==> config.mk <==
export PLATFORM = sky130hd
export DESIGN_NAME = cfo_phase_inc_writer
export DESIGN_NICKNAME = d
export VERILOG_FILES = /design/src/rtl/cfo_phase_inc_writer.sv
export SDC_FILE = /design/constraint.sdc
export NUM_CORES = 1
export LEC_CHECK = 0
export ABC_CLOCK_PERIOD_IN_PS = 5100
export CAP_MARGIN = 20
export CELL_PAD_IN_SITES_DETAIL_PLACEMENT = 1
export CELL_PAD_IN_SITES_GLOBAL_PLACEMENT = 1
export CORE_ASPECT_RATIO = 0.8
export CORE_UTILIZATION = 34
export DETAILED_ROUTE_END_ITERATION = 7
export PLACE_DENSITY_LB_ADDON = 0.05
export SETUP_SLACK_MARGIN = 0.02
export SLEW_MARGIN = 20
export SYNTH_ARGS = -nofsm -noshare
export SYNTH_HDL_FRONTEND = slang
export SYNTH_SLANG_ARGS = --single-unit
==> constraint.sdc <==
create_clock -name clk -period 5.1 [get_ports clk]
set_input_delay 0.765 -clock clk [delete_from_list [all_inputs] [get_ports clk]]
set_output_delay 0.765 -clock clk [all_outputs]
set_load 0.05 [all_outputs]
==> src/rtl/cfo_phase_inc_writer.sv <==
// rtl/cfo_phase_inc_writer.sv - AXI4-Lite initiator that commits coalesced NCO phase-increment updates.
// Optional readback verification is enabled by defining CFO_WRITER_READBACK_VERIFY_EN.
module cfo_phase_inc_writer #(
  parameter int          ACC_WIDTH      = 32,
  parameter logic [3:0]  REG_ADDR       = 4'h0,
  parameter int          TIMEOUT_CYCLES = 64,
  parameter int          COUNT_WIDTH    = 16
) (
  input  logic                   clk,
  input  logic                   rst,
  input  logic                   req_valid,
  output logic                   req_ready,
  input  logic [ACC_WIDTH-1:0]   req_phase_inc,
  output logic                   m_axi_awvalid,
  input  logic                   m_axi_awready,
  output logic [3:0]             m_axi_awaddr,
  output logic                   m_axi_wvalid,
  input  logic                   m_axi_wready,
  output logic [31:0]            m_axi_wdata,
  output logic [3:0]             m_axi_wstrb,
  input  logic                   m_axi_bvalid,
  output logic                   m_axi_bready,
  input  logic [1:0]             m_axi_bresp,
  output logic                   m_axi_arvalid,
  input  logic                   m_axi_arready,
  output logic [3:0]             m_axi_araddr,
  input  logic                   m_axi_rvalid,
  output logic                   m_axi_rready,
  input  logic [31:0]            m_axi_rdata,
  input  logic [1:0]             m_axi_rresp,
  input  logic                   err_clear,
  output logic                   busy,
  output logic                   wr_done,
  output logic                   wr_err,
  output logic                   err_timeout,
  output logic                   err_resp,
  output logic                   err_verify,
  output logic [ACC_WIDTH-1:0]   last_phase_inc,
  output logic [COUNT_WIDTH-1:0] wr_count
);

  localparam int TW = $clog2(TIMEOUT_CYCLES + 1);

`ifdef CFO_WRITER_READBACK_VERIFY_EN
  typedef enum logic [2:0] {S_IDLE, S_ADDR_DATA, S_WAIT_B, S_RD_ADDR, S_RD_DATA} state_t;
`else
  typedef enum logic [1:0] {S_IDLE, S_ADDR_DATA, S_WAIT_B} state_t;
`endif

  state_t                 state_q, state_d;
  logic [TW-1:0]          tcnt_q, tcnt_d;
  logic                   pend_q, pend_d;
  logic [ACC_WIDTH-1:0]   pend_val_q, pend_val_d;
  logic [ACC_WIDTH-1:0]   cur_q, cur_d;
  logic                   awvalid_q, awvalid_d;
  logic                   wvalid_q, wvalid_d;
  logic                   bready_q, bready_d;
  logic                   wr_done_q, wr_done_d;
  logic                   wr_err_q, wr_err_d;
  logic                   err_timeout_q, err_timeout_d;
  logic                   err_resp_q, err_resp_d;
  logic [ACC_WIDTH-1:0]   last_q, last_d;
  logic [COUNT_WIDTH-1:0] count_q, count_d;
  logic                   launch, commit, fail_resp, abort, timeout_hit;
`ifdef CFO_WRITER_READBACK_VERIFY_EN
  logic                   arvalid_q, arvalid_d;
  logic                   rready_q, rready_d;
  logic                   err_verify_q, err_verify_d;
  logic                   fail_verify;
`endif

  assign timeout_hit = (tcnt_q == TW'(TIMEOUT_CYCLES - 1));

  always_comb begin
    state_d       = state_q;
    tcnt_d        = tcnt_q + TW'(1);
    pend_d        = pend_q;
    pend_val_d    = pend_val_q;
    cur_d         = cur_q;
    awvalid_d     = awvalid_q;
    wvalid_d      = wvalid_q;
    bready_d      = bready_q;
    wr_done_d     = 1'b0;
    wr_err_d      = 1'b0;
    err_timeout_d = err_timeout_q & ~err_clear;
    err_resp_d    = err_resp_q & ~err_clear;
    last_d        = last_q;
    count_d       = count_q;
    launch        = 1'b0;
    commit        = 1'b0;
    fail_resp     = 1'b0;
    abort         = 1'b0;
`ifdef CFO_WRITER_READBACK_VERIFY_EN
    arvalid_d     = arvalid_q;
    rready_d      = rready_q;
    err_verify_d  = err_verify_q & ~err_clear;
    fail_verify   = 1'b0;
`endif

    case (state_q)
      S_IDLE: begin
        if (pend_q) begin
          launch    = 1'b1;
          cur_d     = pend_val_q;
          awvalid_d = 1'b1;
          wvalid_d  = 1'b1;
          state_d   = S_ADDR_DATA;
        end
      end
      S_ADDR_DATA: begin
        // AW and W retire independently; move on once neither is outstanding.
        if (awvalid_q && m_axi_awready) awvalid_d = 1'b0;
        if (wvalid_q && m_axi_wready)   wvalid_d  = 1'b0;
        if (!awvalid_d && !wvalid_d) begin
          bready_d = 1'b1;
          state_d  = S_WAIT_B;
        end else if (timeout_hit) begin
          abort = 1'b1;
        end
      end
      S_WAIT_B: begin
        if (m_axi_bvalid) begin
          bready_d = 1'b0;
          if (m_axi_bresp == 2'b00) begin
`ifdef CFO_WRITER_READBACK_VERIFY_EN
            arvalid_d = 1'b1;
            state_d   = S_RD_ADDR;
`else
            commit = 1'b1;
`endif
          end else begin
            fail_resp = 1'b1;
          end
        end else if (timeout_hit) begin
          abort = 1'b1;
        end
      end
`ifdef CFO_WRITER_READBACK_VERIFY_EN
      S_RD_ADDR: begin
        if (m_axi_arready) begin
          arvalid_d = 1'b0;
          rready_d  = 1'b1;
          state_d   = S_RD_DATA;
        end else if (timeout_hit) begin
          abort = 1'b1;
        end
      end
      S_RD_DATA: begin
        if (m_axi_rvalid) begin
          rready_d = 1'b0;
          if (m_axi_rresp != 2'b00)                     fail_resp   = 1'b1;
          else if (m_axi_rdata[ACC_WIDTH-1:0] != cur_q) fail_verify = 1'b1;
          else                                          commit      = 1'b1;
        end else if (timeout_hit) begin
          abort = 1'b1;
        end
      end
`endif
      default: state_d = S_IDLE;
    endcase

    if (commit) begin
      last_d    = cur_q;
      count_d   = count_q + COUNT_WIDTH'(1);
      wr_done_d = 1'b1;
      state_d   = S_IDLE;
    end
    if (fail_resp) begin
      err_resp_d = 1'b1;
      wr_err_d   = 1'b1;
      state_d    = S_IDLE;
    end
`ifdef CFO_WRITER_READBACK_VERIFY_EN
    if (fail_verify) begin
      err_verify_d = 1'b1;
      wr_err_d     = 1'b1;
      state_d      = S_IDLE;
    end
`endif
    if (abort) begin
      awvalid_d     = 1'b0;
      wvalid_d      = 1'b0;
      bready_d      = 1'b0;
`ifdef CFO_WRITER_READBACK_VERIFY_EN
      arvalid_d     = 1'b0;
      rready_d      = 1'b0;
`endif
      err_timeout_d = 1'b1;
      wr_err_d      = 1'b1;
      state_d       = S_IDLE;
    end

    if (state_d != state_q) tcnt_d = '0;

    // A request in the launch cycle refills the slot rather than being dropped.
    if (launch) pend_d = 1'b0;
    if (req_valid) begin
      pend_d     = 1'b1;
      pend_val_d = req_phase_inc;
    end
  end

  always_ff @(posedge clk) begin
    if (rst) begin
      state_q       <= S_IDLE;
      tcnt_q        <= '0;
      pend_q        <= 1'b0;
      pend_val_q    <= '0;
      cur_q         <= '0;
      awvalid_q     <= 1'b0;
      wvalid_q      <= 1'b0;
      bready_q      <= 1'b0;
      wr_done_q     <= 1'b0;
      wr_err_q      <= 1'b0;
      err_timeout_q <= 1'b0;
      err_resp_q    <= 1'b0;
      last_q        <= '0;
      count_q       <= '0;
`ifdef CFO_WRITER_READBACK_VERIFY_EN
      arvalid_q     <= 1'b0;
      rready_q      <= 1'b0;
      err_verify_q  <= 1'b0;
`endif
    end else begin
      state_q       <= state_d;
      tcnt_q        <= tcnt_d;
      pend_q        <= pend_d;
      pend_val_q    <= pend_val_d;
      cur_q         <= cur_d;
      awvalid_q     <= awvalid_d;
      wvalid_q      <= wvalid_d;
      bready_q      <= bready_d;
      wr_done_q     <= wr_done_d;
      wr_err_q      <= wr_err_d;
      err_timeout_q <= err_timeout_d;
      err_resp_q    <= err_resp_d;
      last_q        <= last_d;
      count_q       <= count_d;
`ifdef CFO_WRITER_READBACK_VERIFY_EN
      arvalid_q     <= arvalid_d;
      rready_q      <= rready_d;
      err_verify_q  <= err_verify_d;
`endif
    end
  end

  assign req_ready      = ~rst;
  assign m_axi_awvalid  = awvalid_q;
  assign m_axi_awaddr   = REG_ADDR;
  assign m_axi_wvalid   = wvalid_q;
  assign m_axi_wdata    = 32'(cur_q);
  assign m_axi_wstrb    = 4'hF;
  assign m_axi_bready   = bready_q;
  assign m_axi_araddr   = REG_ADDR;
  assign busy           = (state_q != S_IDLE);
  assign wr_done        = wr_done_q;
  assign wr_err         = wr_err_q;
  assign err_timeout    = err_timeout_q;
  assign err_resp       = err_resp_q;
  assign last_phase_inc = last_q;
  assign wr_count       = count_q;
`ifdef CFO_WRITER_READBACK_VERIFY_EN
  assign m_axi_arvalid  = arvalid_q;
  assign m_axi_rready   = rready_q;
  assign err_verify     = err_verify_q;
`else
  assign m_axi_arvalid  = 1'b0;
  assign m_axi_rready   = 1'b0;
  assign err_verify     = 1'b0;
`endif

  logic unused_inputs;
  assign unused_inputs = &{1'b0, m_axi_arready, m_axi_rvalid, m_axi_rresp, m_axi_rdata};

endmodule
======== Word-level counts from Yosys, hierarchy flattened ========
Cells that the tools add are included.
storage, ports and cells
  register bits ........................... 129
  input port bits ......................... 77
  logic and storage cells ................. 78
  output and inout bits ................... 104
operators by class
  mux-type cells .......................... 35
  equal/unequal tests ..................... 7
  bitwise logic cells ..................... 4
  $add $sub $neg .......................... 2
  reductions and logical operators ........ 16
operators with widths
  cell                     count
  $mux W1                  25
  $add A16 B1 Y16 const B  1
  $mux W2                  5
  $pmux W1 S2              4
  $reduce_bool A2 Y1       4
  $add A7 B1 Y7 const B    1
  $eq A7 B6 Y1 const B     1
  $ne A2 B2 Y1 const B     3
  $pmux W2 S3              1
  $logic_not A2 Y1         2
  $reduce_and A2 Y1        2
  $reduce_or A2 Y1         2
  $logic_and A1 B1 Y1      3
  $reduce_and A3 Y1        1
  $and A1 B1 Y1            2
  $eq A2 B1 Y1 const B     1
  $eq A2 B2 Y1 const B     1
  $logic_not A1 Y1         2
  $ne A2 B2 Y1             1
  $not A1 Y1               2

======== Depth between registers and ports, before layout ========
Gate-level depths: netlist (run 1).
  word-level depth ........................ 12
  depth in mapped cells ................... 9
  mapped depth without buffers ............ 8

======== Worst setup path before layout (run 1) ========
OpenSTA, ideal clock, no wires.
  path type ............................... reg-to-reg
  start point ............................. reg state_q[0]
  end point ............................... reg tcnt_q[1]
  path buffers ............................ 0
  slack ................................... 3.015 ns
  data required time ...................... 4.970 ns
  library setup time ...................... 0.130 ns
  data arrival time ....................... 1.955 ns
  cell stages (with the launch flop) ...... 9
  clock period less this slack ............ 2.085 ns
  cell sequence ........................... dfxtp_1 inv_1 ha_1 inv_1 nor2_1 or4_1 o211a_1 a32oi_1 nor3b_2
between the ends
  cells in the longest elaborated chain, start to end .. 7
  elaborated cells between the ends (all ways) .. 14
  classes of those cells .................. 3 x eq/ne; 9 x mux; 2 x reduce/logical
ends and longest elaborated chain
  item                                           RTL line  source
  from (decl)                                    50        state_t state_q, state_d;
  from (signal assigned)                         225       state_q <= state_d;
  $eq A2 B2 Y1 (tied with other cells)           100       case (state_q)
  $pmux W2 S3 / $mux W1 (equally long branches)  100
  $mux W2                                        162       if (commit) begin
  $mux W2                                        168       if (fail_resp) begin
  $mux W2                                        180       if (abort) begin
  $ne A2 B2 Y1 *                                 193       if (state_d != state_q) tcnt_d = '0;
  $reduce_or A2 Y1 (no line) *                   -
  to (signal assigned)                           226       tcnt_q <= tcnt_d;
  to (decl)                                      51        logic [TW-1:0] tcnt_q, tcnt_d;
Every way passes the cells marked *; elsewhere a longest branch is shown, timed or not.
A chain may end at the register's enable or synchronous reset.

======== Worst setup path in the final report (run 1) ========
  start point ............................. reg state_q[1]
  end point ............................... out busy
between the ends
  cells in the longest elaborated chain, start to end .. 1
ends and longest elaborated chain
  item                RTL line  source
  $reduce_bool A2 Y1  255       assign busy = (state_q != S_IDLE);
  to (decl)           32        output logic busy,
Every way passes these cells.

==> impl_metrics.env, run 1 <==
export IMPL_start_util_pct=34.8
export IMPL_postRouteAntennaNets=0
export IMPL_grt_overflow=0
export IMPL_worstSetupStartpointType="register"
export IMPL_clockBufferDepth=2
export IMPL_end_kind="primary output"
export IMPL_final_setup_viol_count=0
export IMPL_cts_setup_buffers=0
export IMPL_ioPinCount=181
export IMPL_drt_first_pass_iters=4
export IMPL_dp_hpwl_mm=9.05
export IMPL_avgViaCountPerCell=4.84
export IMPL_clkTransAtPathRegs_ps=60
export IMPL_synth_area_top_cells="dfxtp_1 52%, nand2_1 11%, a21oi_1 7.8%"
export IMPL_dp_cells=867
export IMPL_p_per_area_nw_per_um2=414
export IMPL_grt_util_met2_pct=31.0
export IMPL_muxShareOfSynthArea_pct=6.44
export IMPL_synthCells=583
export IMPL_die_area_um2=15100
export IMPL_place_gp_congestion=0.792
export IMPL_critical_path_most_common_cell="inv_1"
export IMPL_wl_per_cell_um=15.2
export IMPL_mostFrequentLayoutCell="nand2_1"
export IMPL_cap_violations=0
export IMPL_ys_seq_area_share_pct=51.9
export IMPL_synth_seq_cells=129
export IMPL_synth_edf_count=0
export IMPL_cts_buffers=17
export IMPL_synth_cell_area_um2=4970
export IMPL_synth_cell_types=42
export IMPL_async_flop_share_pct=0
export IMPL_crit_buf_inv=3
export IMPL_grt_max_degree=62
export IMPL_p_leak_nw=2.59
export IMPL_place_area_um2=6360
export IMPL_status="complete, no violations"
export IMPL_n_fill_cell=1640
export IMPL_drt_initial_drc_count=158
export IMPL_grt_pass1_wl_mm=21.8
export IMPL_crit_type="reg -> out"
export IMPL_dr_total_vias=4347
export IMPL_synth_compound_area_share_pct=10.9
export IMPL_finalNonFillerCells=899
export IMPL_p_int_mw=2.02
export IMPL_yosysWarnings=0
export IMPL_cts_root_buf="clkbuf_16"
export IMPL_diodes=0
export IMPL_drc=0
export IMPL_arrival_ps=2320
export IMPL_worstPathRequired_ps=4340
export IMPL_fmax_mhz=324
export IMPL_cts_tree="done"
export IMPL_core_rowCount=39
export IMPL_cts_resized=0
export IMPL_syn_area_per_cell_um2=8.53
export IMPL_finClkSkew_ps=13.3
export IMPL_clkLatencyLatePin_ps=420
export IMPL_path_max_fanout=7
export IMPL_use_met3_pct=7.82
export IMPL_syn_to_final_growth_pct=39.7
export IMPL_core_um2=14300
export IMPL_clockPowerShare_pct=42.3
export IMPL_sw_frac_of_total_pct=29.9
export IMPL_grt_use_total_pct=19.1
export IMPL_use_met1_pct=22.8
export IMPL_crit_path_top_delay_cell="clkdlybuf4s50_1"
export IMPL_synthXorXnorAreaFrac_pct=2.99
export IMPL_synth_area_leader_cell="dfxtp_1"
export IMPL_synthSimpleGateAreaFrac_pct=20.8
export IMPL_wl_mm=13.7
export IMPL_reg2reg_slack_ps=2310
export IMPL_drv_slew=0
export IMPL_irDropWorstVdd_mv=0.312
export IMPL_hold_buffers=0
export IMPL_crit_chain="inv_1 > ha_1 > inv_1 > clkdlybuf4s50_1"
export IMPL_dieHeight_um=110
export IMPL_hold_viol_final=0
export IMPL_grt_antenna_before_repair=0
export IMPL_final_area_um2=6950
export IMPL_fin_crit_sh_pct=60.6
export IMPL_synth_ff_type="dfxtp_1"
export IMPL_synthAdderAreaFrac_pct=1.51
export IMPL_grt_busiest_layer="met2"
export IMPL_tightest_slew_ps=1030
export IMPL_cp_top_family="buffers and inverters"
export IMPL_worstHoldPathType="reg -> reg"
export IMPL_grt_pass1_vias=4390
export IMPL_cts_max_level=4
export IMPL_p_switching_mw=0.860
export IMPL_cp_slowest_stage_delay_ps=850
export IMPL_fin_tns_setup_ps=0
export IMPL_rsz0062_at_grt="no"
export IMPL_drive_gt1_share_pct=6.57
export IMPL_synth_top_family_by_area="simple AND/OR/NAND/NOR gates"
export IMPL_yosysTopAreaCellShare_pct=51.9
export IMPL_die_w_um=137
export IMPL_clock_sinks=129
export IMPL_layout_common_cells="146 x nand2_1, 129 x dfxtp_1, 127 x clkdlybuf4s50_1, 78 x a21oi_1, 64 x nor2_1"
export IMPL_port_buffers=129
export IMPL_p_seq_share_pct=38.4
export IMPL_nets=785
export IMPL_combinationalPowerShare_pct=19.3
export IMPL_slew_headroom_pct=31.3
export IMPL_final_min_clock_period_ps=3090
==> kinds of logic (layout without fill, tap and decap cells) <==
group,Yosys count,after routing
adders and majority gates,6,6
xor gates and xnor gates,17,17
other,2,15
DFF,129,129
AOI/OAI and AO/OA,97,97
muxes,32,32
buffers and inverters,54,173
and+or+nand+nor,246,246
==> sequential cells by signal, indices dropped and copies added, names as in the netlist <==
| register | cells |
|---|---|
| err_timeout | 1 |
| state_q | 2 |
| pend_q | 1 |
| last_phase_inc | 32 |
| wr_count | 16 |
| wr_done | 1 |
| m_axi_bready | 1 |
| err_resp | 1 |
| m_axi_wvalid | 1 |
| tcnt_q | 7 |
| m_axi_awvalid | 1 |
| m_axi_wdata | 32 |
| pend_val_q | 32 |
| wr_err | 1 |
==> worst reg2reg max path, delay by kind of cell, from the launching register on <==
family,cells,cell delay (ps)
xor gates and xnor gates,1,190
DFF,1,370
and+or+nand+nor,5,1110
buffers and inverters,2,590
adders and majority gates,1,380
==> layout make-up <==
type	instances	area [µm²]	area share, %
sequential	129	2580	37.2
multi-input combinational	413	2200	31.6
timing repair buffer	134	1320	19.0
clock buffer	18	429	6.17
tap	184	230	3.31
clock inverter	14	165	2.38
inverter	7	26.3	0.378
==> through the flow <==
step	worst slack (ps)	hold slack, ps	utilization, %	total power [mW]
after floorplan	3020	418	-	1.51
after global placement	2070	428	44.5	1.66
after detailed placement	1950	442	44.5	1.68
after CTS	2000	453	48.6	2.91
after global routing	1880	471	48.6	3.01
final	2010	448	48.6	2.88
==> cell usage after synthesis, types with 2 or more instances <==
master / number
nand2_1: 146
dfxtp_1: 129
a21oi_1: 78
nor2_1: 65
mux2i_1: 32
clkbuf_1: 24
buf_4: 15
xor2_1: 9
xnor2_1: 8
inv_1: 7
o21ai_0: 7
ha_1: 6
buf_1: 5
nand3_1: 5
or3_1: 5
nand4_1: 4
nor2b_1: 4
buf_2: 3
a31oi_1: 2
and2_1: 2
and3_1: 2
and4_1: 2
conb_1: 2
nand2b_1: 2
nor3_1: 2
==> per-layer routing <==
metal / vias to the layer above / share of wire (%)
met1: 2111 / 45
met4: 0 / 1.1
met3: 14 / 6.4
met5: - / 0
met2: 99 / 47
li1: 2123 / -
==> power by group through the flow <==
stage                     clock, mW  sequential (mW)  combinational (mW)
final                          1.22             1.10               0.554
after global routing           1.30             1.11               0.605
after CTS                      1.25             1.11               0.560
after detailed placement          0             1.13               0.554
after global placement            0             1.12               0.539
after floorplan                   0             1.20               0.310
==> path summary, 6_finish.rpt <==
path,cells past startpoint,to,startpoint
setup / recovery,4,busy,state_q[1]
hold / removal,2,m_axi_wdata[5],pend_val_q[5]
setup reg to reg,9,wr_count[14],state_q[0]
hold reg to reg,2,m_axi_wdata[5],pend_val_q[5]
No activity file was read; power rests on OpenSTA's default activity.
==> run 2, diff against run 1 <==
Settings changed: ABC_CLOCK_PERIOD_IN_PS 5100 to 3200, CORE_UTILIZATION 34 to 32.
Clock period 5.1 ns to 3.2 ns, I/O delays scaled along.
==> run 2 against run 1 <==
Effect of this change: worst hold slack got worse by 24 ps; sequential share of layout area decreased by 0.17 points; non-clock buffer count unchanged; count of clock-buffer cells in the layout increased by 1; register-to-register slack got worse by 1600 ps; sequential power increased by 60%; total power increased by 58%; routed wire length increased by 1.1%; die area increased by 6.1%; combinational power increased by 57%; largest power group unchanged; highest routed layer unchanged.
==> impl_metrics.env, run 2 (synthesis gave the netlist of run 1 again) <==
export IMPL_n_fill_cell=1749
export IMPL_crit_buf_inv=3
export IMPL_p_leak_nw=2.58
export IMPL_status="complete, no violations"
export IMPL_core_um2=15100
export IMPL_dieHeight_um=114
export IMPL_grt_max_degree=98
export IMPL_crit_chain="inv_1 > ha_1 > inv_1 > clkdlybuf4s50_1"
export IMPL_reg2reg_from="state_q[0]"
export IMPL_diodes=0
export IMPL_fin_crit_sh_pct=86.7
export IMPL_path_max_fanout=7
export IMPL_final_min_clock_period_ps=2770
export IMPL_syn_to_final_growth_pct=40.4
export IMPL_grt_antenna_before_repair=0
export IMPL_crit_type="reg -> out"
export IMPL_place_gp_congestion=0.749
export IMPL_port_buffers=129
export IMPL_wl_per_cell_um=15.0
export IMPL_start_util_pct=32.9
export IMPL_hold_start="rst"
export IMPL_ioPinCount=181
export IMPL_wl_met3_um=938
export IMPL_utilization_pct=46.2
export IMPL_rsz0062_at_grt="no"
export IMPL_layout_common_cells="146 x nand2_1, 129 x dfxtp_1, 127 x clkdlybuf4s50_1, 78 x a21oi_1, 64 x nor2_1"
export IMPL_cts_tree="done"
export IMPL_final_setup_viol_count=0
export IMPL_drt_initial_drc_count=192
export IMPL_core_rowCount=40
export IMPL_finalNonFillerCells=925
export IMPL_grt_pass1_wl_mm=22.4
export IMPL_end_kind="primary output"
export IMPL_irDropWorstVdd_mv=0.374
export IMPL_drt_met1_wl_mm=6.33
export IMPL_hold_viol_final=0
export IMPL_ff2ff_path_depth=8
export IMPL_reg2reg_slack_ps=760
export IMPL_finClkSkew_ps=8.39
export IMPL_cts_max_level=4
export IMPL_fin_tns_setup_ps=0
export IMPL_slew_headroom_pct=30.5
export IMPL_worstHoldEndpoint="wr_count[0]"
export IMPL_postRouteAntennaNets=0
export IMPL_wl_mm=13.8
export IMPL_highest_layer="met4"
export IMPL_grt_pass1_vias=4383
export IMPL_mostFrequentLayoutCell="nand2_1"
export IMPL_tightest_slew_ps=1040
export IMPL_drive_gt1_share_pct=6.85
export IMPL_die_w_um=141
export IMPL_drc=0
export IMPL_avgViaCountPerCell=4.63
export IMPL_worstSetupStartpointType="register"
export IMPL_grt_overflow=0
export IMPL_grt_use_total_pct=18.1
export IMPL_worstHoldPathType="in -> reg"
export IMPL_dr_wl_met2_mm=6.34
export IMPL_critical_path_most_common_cell="inv_1"
export IMPL_nets=785
export IMPL_worstPathRequired_ps=2720
export IMPL_arrival_ps=2290
export IMPL_p_per_area_nw_per_um2=652
export IMPL_fmax_mhz=361
export IMPL_cts_resized=0
export IMPL_drv_slew=0
export IMPL_cts_root_buf="clkbuf_16"
export IMPL_crit_path_top_delay_cell="clkdlybuf4s50_1"
export IMPL_cp_top_family="buffers and inverters"
export IMPL_rr_endpoint="wr_count[12]"
export IMPL_cp_slowest_stage_delay_ps=830
export IMPL_clkLatencyLatePin_ps=420
export IMPL_dr_total_vias=4279
export IMPL_power_mw=4.55
export IMPL_clockBufferDepth=2
export IMPL_dp_hpwl_mm=9.17
export IMPL_hold_path_depth=2
export IMPL_die_area_um2=16100
export IMPL_dp_cells=893
export IMPL_cts_buffers=17
export IMPL_clock_sinks=129
export IMPL_hold_buffers=0
export IMPL_clkTransAtPathRegs_ps=60
export IMPL_cap_violations=0
export IMPL_cts_setup_buffers=0
export IMPL_drt_first_pass_iters=4
[run 2: cell count changes in the layout (fill, tap and decap cells not counted)]
cell,change
clkbuf_8,+2
clkinv_2,-1
clkinvlp_4,+2
clkbuf_1,-1
clkinv_4,-1
nand3_1,-1
nand3_2,+1
bufinv_16,-1
[run 2: layer usage]
layer | track usage [%] | vias up
met1 | 22.2 | 2040
met2 | 29.0 | 97
met3 | 6.00 | 18
met4 | 8.17 | 0
met5 | 0 | -
li1 | - | 2124
[run 2: cell type report]
type,count,area (µm²),area share (%)
timing repair buffer,134,1320,18.9
sequential,129,2580,37.0
multi-input combinational,413,2200,31.5
tap,210,263,3.76
clock inverter,13,136,1.95
clock buffer,19,453,6.49
inverter,7,26.3,0.376
[run 2: metrics by stage]
step | hold WS, ps | area (µm²) | setup slack [ps]
2_1_floorplan | 418 | 5020 | 1120
3_3_place_gp | 433 | 6390 | 791
3_5_place_dp | 446 | 6390 | 768
5_1_grt | 430 | 6980 | 314
4_1_cts | 409 | 6980 | 403
6_report | 424 | 6980 | 427
[run 2: where the power goes]
part | total, mW | leakage [nW] | internal, mW | switching (mW)
Sequential | 1.76 | 1.05 | 1.69 | 0.0716
Combinational | 0.872 | 1.26 | 0.301 | 0.571
Clock | 1.92 | 0.281 | 1.19 | 0.733
Total | 4.55 | 2.58 | 3.18 | 1.37
[run 2: how the worst max path moves through the flow]
stage                 start           end  depth (start not counted)
2_1_floorplan    state_q[0]     tcnt_q[1]                          8
3_3_place_gp   m_axi_bvalid  wr_count[14]                          7
3_5_place_dp   m_axi_bvalid  wr_count[12]                          7
4_1_cts          state_q[1]          busy                          4
5_1_grt          state_q[1]          busy                          4
6_report         state_q[1]          busy                          4
